**src/rtl/prog_sequencer.sv**
```systemverilog
// Run controller: launches NUM_PROGS programs back to back on one core and records each one's cycle count.
// Optional watchdog abort per program when PROG_SEQ_WATCHDOG_EN is defined.
`timescale 1ns/1ps

module prog_sequencer #(
  parameter int NUM_PROGS   = 3,
  parameter int PC_W        = 16,
  parameter int CYC_W       = 16,
  parameter int START_CYC   = 2,
  parameter int TIMEOUT_CYC = 4096,
  localparam int IDX_W      = (NUM_PROGS > 1) ? $clog2(NUM_PROGS) : 1
) (
  input  logic                      CLK,
  input  logic                      reset,
  input  logic                      go,
  input  logic [NUM_PROGS*PC_W-1:0] entry_table,
  input  logic                      core_halt,
  output logic                      core_start,
  output logic [PC_W-1:0]           core_entry,
  output logic [IDX_W-1:0]          prog_idx,
  output logic                      busy,
  output logic                      all_done,
  output logic [NUM_PROGS-1:0]      done_flags,
  input  logic [IDX_W-1:0]          rd_idx,
  output logic [CYC_W-1:0]          rd_cycles,
  output logic [NUM_PROGS-1:0]      timed_out
);

  typedef enum logic [1:0] {S_IDLE, S_LAUNCH, S_RUN, S_DONE} state_t;

  localparam int              LC_W        = (START_CYC > 1) ? $clog2(START_CYC) : 1;
  localparam logic [LC_W-1:0] LAUNCH_LAST = LC_W'(START_CYC - 1);
  localparam logic [CYC_W-1:0] CYC_MAX    = '1;
  // A limit the counter cannot represent collapses onto the saturation value.
  localparam logic [CYC_W-1:0] TIMEOUT_VAL =
    ((64'(TIMEOUT_CYC) >> CYC_W) != 64'd0) ? CYC_MAX : CYC_W'(TIMEOUT_CYC);
  localparam logic [IDX_W-1:0] LAST_IDX   = IDX_W'(NUM_PROGS - 1);

`ifdef PROG_SEQ_WATCHDOG_EN
  localparam bit WD_EN = 1'b1;
`else
  localparam bit WD_EN = 1'b0;
`endif

  state_t            state, state_next;
  logic [LC_W-1:0]   launch_cnt;
  logic [CYC_W-1:0]  cyc_cnt;
  logic [CYC_W-1:0]  counts [NUM_PROGS];
  logic [IDX_W-1:0]  next_idx;
  logic              start_req, launch_end, timeout_hit, prog_end, last_prog;

  assign start_req   = go && ((state == S_IDLE) || (state == S_DONE));
  assign launch_end  = (state == S_LAUNCH) && (launch_cnt == LAUNCH_LAST);
  assign timeout_hit = WD_EN && (state == S_RUN) && !core_halt && (cyc_cnt == TIMEOUT_VAL);
  assign prog_end    = (state == S_RUN) && (core_halt || timeout_hit);
  assign last_prog   = (prog_idx == LAST_IDX);
  assign next_idx    = prog_idx + IDX_W'(1);

  always_ff @(posedge CLK or posedge reset) begin
    if (reset) state <= S_IDLE;
    else       state <= state_next;
  end

  // NOTE: every output of a combinational block gets a default first, so no path leaves it unassigned and no latch is inferred.
  always_comb begin
    state_next = state;
    core_start = 1'b1;
    busy       = 1'b0;
    all_done   = 1'b0;
    unique case (state)
      S_IDLE: begin
        if (go) state_next = S_LAUNCH;
      end
      S_LAUNCH: begin
        busy = 1'b1;
        if (launch_end) state_next = S_RUN;
      end
      S_RUN: begin
        busy       = 1'b1;
        core_start = 1'b0;
        if (prog_end) state_next = last_prog ? S_DONE : S_LAUNCH;
      end
      S_DONE: begin
        all_done = 1'b1;
        if (go) state_next = S_LAUNCH;
      end
      default: state_next = S_IDLE;
    endcase
  end

  // NOTE: the count slots are a handful of flops that must read 0 straight out of reset, so they are reset like any other register.
  always_ff @(posedge CLK or posedge reset) begin
    if (reset) begin
      launch_cnt <= '0;
      cyc_cnt    <= '0;
      prog_idx   <= '0;
      core_entry <= '0;
      done_flags <= '0;
      timed_out  <= '0;
      for (int i = 0; i < NUM_PROGS; i++) counts[i] <= '0;
    end else if (start_req) begin
      launch_cnt <= '0;
      prog_idx   <= '0;
      core_entry <= entry_table[PC_W-1:0];
      done_flags <= '0;
      timed_out  <= '0;
      for (int i = 0; i < NUM_PROGS; i++) counts[i] <= '0;
    end else if (state == S_LAUNCH) begin
      if (launch_end) cyc_cnt    <= '0;
      else            launch_cnt <= launch_cnt + LC_W'(1);
    end else if (state == S_RUN) begin
      if (prog_end) begin
        counts[prog_idx]     <= cyc_cnt;
        done_flags[prog_idx] <= 1'b1;
        if (timeout_hit) timed_out[prog_idx] <= 1'b1;
        if (!last_prog) begin
          prog_idx   <= next_idx;
          core_entry <= entry_table[int'(next_idx)*PC_W +: PC_W];
          launch_cnt <= '0;
        end
      end else if (cyc_cnt != CYC_MAX) begin
        cyc_cnt <= cyc_cnt + CYC_W'(1);
      end
    end
  end

  always_comb begin
    rd_cycles = '0;
    if (int'(rd_idx) < NUM_PROGS) rd_cycles = counts[rd_idx];
  end

endmodule

```
**config.mk**
```make
export PLATFORM = sky130hd
export DESIGN_NAME = prog_sequencer
export DESIGN_NICKNAME = d
export VERILOG_FILES = /design/src/rtl/prog_sequencer.sv
export SDC_FILE = /design/constraint.sdc
export NUM_CORES = 1
export LEC_CHECK = 0
export ABC_AREA = 1
export ABC_CLOCK_PERIOD_IN_PS = 8900
export CAP_MARGIN = 25
export CORE_MARGIN = 8
export CORE_UTILIZATION = 45
export CTS_CLUSTER_SIZE = 14
export DETAILED_ROUTE_END_ITERATION = 16
export PLACE_DENSITY = 0.83
export SKIP_LAST_GASP = 1
export SLEW_MARGIN = 20
export SYNTH_ARGS = -nofsm -noshare
export SYNTH_HDL_FRONTEND = slang
export SYNTH_SLANG_ARGS = --single-unit
```
**constraint.sdc**
```tcl
create_clock -name CLK -period 8.9 [get_ports CLK]
set_clock_uncertainty 0.2 [all_clocks]
set_input_delay 1.335 -clock CLK [delete_from_list [all_inputs] [get_ports CLK]]
set_output_delay 1.335 -clock CLK [all_outputs]
set_load 0.005 [all_outputs]
```
Word-level counts from Yosys, hierarchy flattened:

Index checks and enable logic that the tools add are counted.

* memories kept: 0
* output and inout bits: 43
* logic and storage cells: 102
* ROM bits: 0
* bits in latches: 0
* register bits: 88
* memory bits (writable): 0
* input port bits: 54

* reduce and logical (&&, ||, !) cells: 20
* shift-type cells: 1
* bitwise logic cells: 4
* order comparisons: 6
* mux-type cells: 46
* multipliers: 0
* divide/modulo/power cells: 0
* $add $sub $neg: 3
* equality and inequality tests: 13

Operators by type and width (number)
* $mux 16: 14
* $mux 48: 4
* $bwmux 48: 1
* $shiftx 48x7->16: 1
* $bmux 16 s2: 1
* $demux 16 s2: 1
* $mux 2: 9
* $add 16x1->16 const B: 1
* $ne 16x16->1 const B: 1
* $mux 3: 4
* $mux 1: 10
* $ne 2x2->1 const B: 4
* $reduce_and 4->1: 2
* $reduce_bool 2->1: 4
* $eq 2x2->1 const B: 3
* $ge 3x3->1 const B: 2
* $not 2->3: 2
* $pmux 2 s3: 1
* $reduce_and 3->1: 2
* $reduce_bool 3->1: 2
* $logic_and 1x1->1: 5
* $reduce_and 5->1: 1
* $ne 2x1->1 const B: 2
* $reduce_or 2->1: 2
* 14 further kinds: 14

Longest topological paths before layout:

* word-level depth: 10
* depth in mapped cells: 10
* mapped depth without buffers: 10

Worst setup path after synthesis:

No wires, ideal clock.

* kind: input port to output port
* start: in rd_idx[0]
* end: out rd_cycles[10]
* setup slack: 5.190 ns
* buffers on the path: 2
* arrival time: 2.175 ns
* cell stages on the path: 5
* required time: 7.365 ns
* cells stage by stage: clkbuf_1 inv_1 clkbuf_1 nor2_1 o31ai_1

* cells in the longest elaborated chain, start to end: 5
* elaborated cells on any way between the ends: 6
* classes of those cells: 1 x order compare; 4 x mux; 1 x bitwise

RTL lines
* from (decl): line 24 `input logic [IDX_W-1:0] rd_idx,`
* $not 2->3 (not written as such): line 129 `if (int'(rd_idx) < NUM_PROGS) rd_cycles = counts[rd_idx];`
* $bmux 16 s2: line 129
* $mux 16 (not written as such) (2 in a row): line 129
* $mux 16 (*): line 129
* to (decl): line 25 `output logic [CYC_W-1:0] rd_cycles,`

Every way passes the cells marked *; elsewhere a longest branch is shown, timed or not. The select of a mux whose other input is x is not followed.

Worst setup path after layout:

* start: in rd_idx[0]
* end: out rd_cycles[15]

The elaborated chain is that of the path after synthesis.

==> impl_results.html <==
<table>
<tr><th>Metric</th><th>Value</th></tr>
<tr><th colspan="2">Pwr</th></tr>
<tr><td>Pwr/cell area</td><td>272 nW/um2</td></tr>
<tr><td>Total power</td><td>1600 uW</td></tr>
<tr><td>LEAKAGE</td><td>0.00253 uW</td></tr>
<tr><td>Worst VDD drop</td><td>157 uV</td></tr>
<tr><th colspan="2">Detailed routing</th></tr>
<tr><td>Post-detailed-route count of antenna-violating nets</td><td>0</td></tr>
<tr><td>Remaining routing DRC violations</td><td>0</td></tr>
<tr><td>Number of vias after detailed routing</td><td>4,448</td></tr>
<tr><td>Violation count after the first detailed-route iteration</td><td>283</td></tr>
<tr><td>Post-DR wirelength/cell</td><td>15.0 um</td></tr>
<tr><td>Total length of routed wires</td><td>12,200 um</td></tr>
<tr><td>Initial DRT Pass Iterations</td><td>5</td></tr>
<tr><td>Vias per inst</td><td>5.49</td></tr>
<tr><th colspan="2">Cells and area</th></tr>
<tr><td>Final #Nets</td><td>732</td></tr>
<tr><td>Combined area of the multi-input logic cells</td><td>2210 um2</td></tr>
<tr><td>Fill count</td><td>918</td></tr>
<tr><td>Fraction of final layout cells with drive strength greater than 1</td><td>5.49%</td></tr>
<tr><td>Number of inserted diodes</td><td>0</td></tr>
<tr><td>Area growth from synthesis to layout</td><td>24.9%</td></tr>
<tr><td>Final core utilization</td><td>57.6%</td></tr>
<tr><td>FF/Latch Area</td><td>2200 um2</td></tr>
<tr><th colspan="2">Place</th></tr>
<tr><td>HPWL Detailed</td><td>8670 um</td></tr>
<tr><td>Global placer's final weighted congestion</td><td>0.892</td></tr>
<tr><td>Count of input and output buffers</td><td>93</td></tr>
<tr><th colspan="2">Critical path</th></tr>
<tr><td>CP Launch Point</td><td>rd_idx[0]</td></tr>
<tr><td>CP Data Required Time</td><td>7.36 ns</td></tr>
<tr><td>Cell type of the slowest stage on the worst timing path</td><td>inv_1</td></tr>
<tr><td>Crit path buffers/inverters</td><td>3</td></tr>
<tr><td>Worst path most repeated cell</td><td>clkdlybuf4s50_1</td></tr>
<tr><td>Crit start category</td><td>input port</td></tr>
<tr><td>Class of the most critical setup path</td><td>input port to primary output</td></tr>
<tr><td>Nature of the critical path endpoint</td><td>primary output</td></tr>
<tr><td>Arrival @ worst endpoint</td><td>3.85 ns</td></tr>
<tr><td>Worst reg2reg path startpoint</td><td>prog_idx[0]</td></tr>
<tr><td>Critical path peak fanout</td><td>32</td></tr>
<tr><td>Biggest cell delay along the critical path</td><td>0.83 ns</td></tr>
<tr><td>Critical Path, Cell by Cell</td><td>clkdlybuf4s50_1, inv_1, nor2_1, o31ai_1, clkdlybuf4s50_1</td></tr>
<tr><td>Category of cells accounting for the largest share of critical-path delay</td><td>buffers and inverters</td></tr>
<tr><th colspan="2">Clock tree</th></tr>
<tr><td>Master cell of the clock root buffer</td><td>clkbuf_8</td></tr>
<tr><td>Number of clock sinks</td><td>88</td></tr>
<tr><td>CTS Buf Count</td><td>9</td></tr>
<tr><td>H-Tree Depth</td><td>3</td></tr>
<tr><td>Clock tree from TritonCTS</td><td>yes</td></tr>
<tr><td>Number of cells upsized or downsized after cts</td><td>0</td></tr>
<tr><td>Number of buffers inserted for hold repair after clock tree synthesis</td><td>0</td></tr>
<tr><td>Maximum clock insertion buffer count</td><td>2</td></tr>
<tr><td># Post-CTS Setup Buffers</td><td>0</td></tr>
<tr><td>Clock transition at the registers of the reported paths</td><td>0.08 ns</td></tr>
<tr><td>Clock latency on the worst-skew pair</td><td>0.37 ns</td></tr>
<tr><th colspan="2">Floorplan</th></tr>
<tr><td>Floorplan Core Area</td><td>10,200 um2</td></tr>
<tr><td>Std-Cell Rows</td><td>37</td></tr>
<tr><td>Height of the chip</td><td>118 um</td></tr>
<tr><td>Total I/O pin count</td><td>97</td></tr>
<tr><td>Initial standard-cell utilization of the core</td><td>46.1%</td></tr>
<tr><td>Die X-Extent</td><td>118 um</td></tr>
<tr><td>Total die area</td><td>14,000 um2</td></tr>
<tr><th colspan="2">Logic synthesis</th></tr>
<tr><td>Netlist cell types</td><td>31</td></tr>
<tr><td>Compound-cell area share of the yosys netlist</td><td>13.6%</td></tr>
<tr><td>Simple-gate area share of the yosys netlist</td><td>29.1%</td></tr>
<tr><td>Dominant combinational cell family by area after synthesis</td><td>simple AND/OR/NAND/NOR gates</td></tr>
<tr><td>Number of instances in the synthesized netlist</td><td>599</td></tr>
<tr><td>Cell type with the largest total area after synthesis</td><td>dfrtp_1</td></tr>
<tr><td>Top cells by area, synth</td><td>dfrtp_1, nand2_1, o31ai_1</td></tr>
<tr><td>Cell Area, Synth</td><td>4720 um2</td></tr>
<tr><td>Portion of the post-synthesis area used by sequential elements</td><td>46.7%</td></tr>
<tr><td>Share of the synthesized netlist area taken by xor and xnor gates</td><td>1.49%</td></tr>
<tr><td>Multiplexer share of the synthesized area</td><td>0.212%</td></tr>
<tr><td>Post-synthesis area per instance</td><td>7.88 um2</td></tr>
<tr><td>Share of Yosys cell area claimed by the top area cell type</td><td>46.7%</td></tr>
<tr><td>Warnings, synthesis</td><td>0</td></tr>
<tr><td>Adder-cell share of the synthesized area</td><td>2.12%</td></tr>
<tr><td>Count of state elements after synthesis</td><td>88</td></tr>
<tr><th colspan="2">GRT</th></tr>
<tr><td>Initial antenna violation count</td><td>0</td></tr>
<tr><td>First-pass GRT wire length</td><td>21,100 um</td></tr>
<tr><td>Vias in the first global route</td><td>4,439</td></tr>
<tr><td>All-layer global routing usage</td><td>17.7%</td></tr>
<tr><td>GR Overflow Total</td><td>0</td></tr>
<tr><td>Maximum number of pins on one net before global-route repair</td><td>71</td></tr>
<tr><th colspan="2">STA</th></tr>
<tr><td>Hold Violations, Final</td><td>0</td></tr>
<tr><td>Slew Viols, Final</td><td>0</td></tr>
<tr><td>Highest Clock Rate</td><td>186 MHz</td></tr>
<tr><td>Actual transition at the worst max-transition pin</td><td>0.891 ns</td></tr>
<tr><td>Minimum clock period after layout</td><td>5.38 ns</td></tr>
<tr><td>Aggregate negative setup slack</td><td>0 ns</td></tr>
<tr><td>Total of endpoints with negative setup slack in the final report</td><td>0</td></tr>
<tr><td>Setup repair after global routing missed its margin</td><td>no</td></tr>
<tr><td>Relative slew margins</td><td>40.5%</td></tr>
<tr><td>Post-route fraction of the period consumed by the critical path</td><td>60.5%</td></tr>
<tr><th colspan="2">Run</th></tr>
<tr><td>Count of maximum capacitance violations</td><td>0</td></tr>
<tr><th colspan="2">Hold path</th></tr>
<tr><td>Worst min-delay path class</td><td>flip-flop to flip-flop</td></tr>
<tr><td>Worst min-delay path startpoint</td><td>core_entry[14]</td></tr>
<tr><th colspan="2">Status</th></tr>
<tr><td>Result of the run</td><td>complete, no violations</td></tr>
</table>
==> registers in the layout (all words and copies together), names as in the netlist <==
name / flops
core_entry: 16
counts: 48
cyc_cnt: 16
done_flags: 3
launch_cnt: 1
prog_idx: 2
state: 2
==> per-stage QoR <==
step	setup WS (ns)	std cells	hold slack, ns	area [um2]
2_1_floorplan	5.09	601	0.254	4730
3_3_place_gp	3.70	793	0.265	5650
3_5_place_dp	3.59	794	0.275	5660
4_1_cts	3.58	809	0.295	5880
5_1_grt	3.29	810	0.317	5890
6_report	3.52	810	0.290	5890
==> per-layer routing <==
layer,GRT usage [%],vias up,share of wire (%)
met2,28.4,164,47
met5,0,-,0
met3,5.85,24,7.9
met1,22.1,2117,43
li1,-,2143,-
met4,5.77,0,1.8
==> cell usage after synthesis, drive strengths merged <==
master	n
a211oi	1
a21oi	3
buf	19
clkbuf	19
clkinv	1
conb	1
dfrtp	88
ha	8
inv	34
mux2i	1
nand2	144
nand3	72
nand4	4
nor2	80
nor3	17
o21a	1
o21ai	49
o22ai	1
o31ai	48
xnor2	1
xor2	7
==> worst paths after layout <==
check                      cells after the start  slack (ns)             end
hold / removal                                 2        0.29  core_entry[14]
setup reg to reg                               6        6.06  core_entry[14]
max in group asynchronous                      3        6.31      counts[41]
hold reg to reg                                2        0.29  core_entry[14]
setup / recovery                               5        3.52   rd_cycles[15]
min in group asynchronous                      2        1.03   core_entry[0]
==> cells by family (layout without fill, tap and decap cells) <==
kind of cell,after synthesis,in the layout
AOI/OAI and AO/OA,103,103
adders and majority gates,8,8
DFF,88,88
xor gates and xnor gates,8,8
and+or+nand+nor,317,317
muxes,1,1
buffers and inverters,73,146
other,1,3
==> layout by cell type (no fill, tap or decap) <==
master / instances
o31ai_1: 48
o21ai_0: 31
o22ai_1: 1
nor2_1: 73
dfrtp_1: 88
clkbuf_8: 9
clkinv_2: 1
clkinv_4: 2
nand3_1: 71
buf_4: 1
ha_1: 8
clkinv_1: 1
o21a_1: 1
xnor2_1: 1
a211oi_1: 1
nor2_4: 1
conb_1: 3
bufinv_16: 2
nand4_1: 4
a21oi_1: 3
nor3_1: 17
clkdlybuf4s50_1: 93
buf_6: 1
inv_1: 29
xor2_1: 7
nand2_2: 2
mux2i_1: 1
o21ai_1: 18
nand2_4: 4
inv_2: 4
nand3_2: 1
clkinvlp_4: 1
nor2_2: 6
inv_6: 1
nand2_1: 138
buf_8: 1
==> worst reg2reg max path, delay by kind of cell (launching register included) <==
family                   cells  cell delay [ns]
AND/OR/NAND/NOR              2             1.00
adder cells (fa/ha/maj)      1             0.29
buffers and inverters        2             0.72
flip-flops                   1             0.42
AO/OA/AOI/OAI                1             0.15
==> final cells by class <==
class,instances,share of cell area [%]
clock buffer,9,2.10
tap,136,2.89
inverter,35,2.25
sequential,88,37.4
timing repair buffer,96,16.4
multi-input combinational,440,37.4
clock inverter,6,1.59
==> where the power goes <==
group	switching, uW	internal, uW
registers	47.8	472
logic	505	271
clock network	148	158
(Power assumes the default switching activity.)
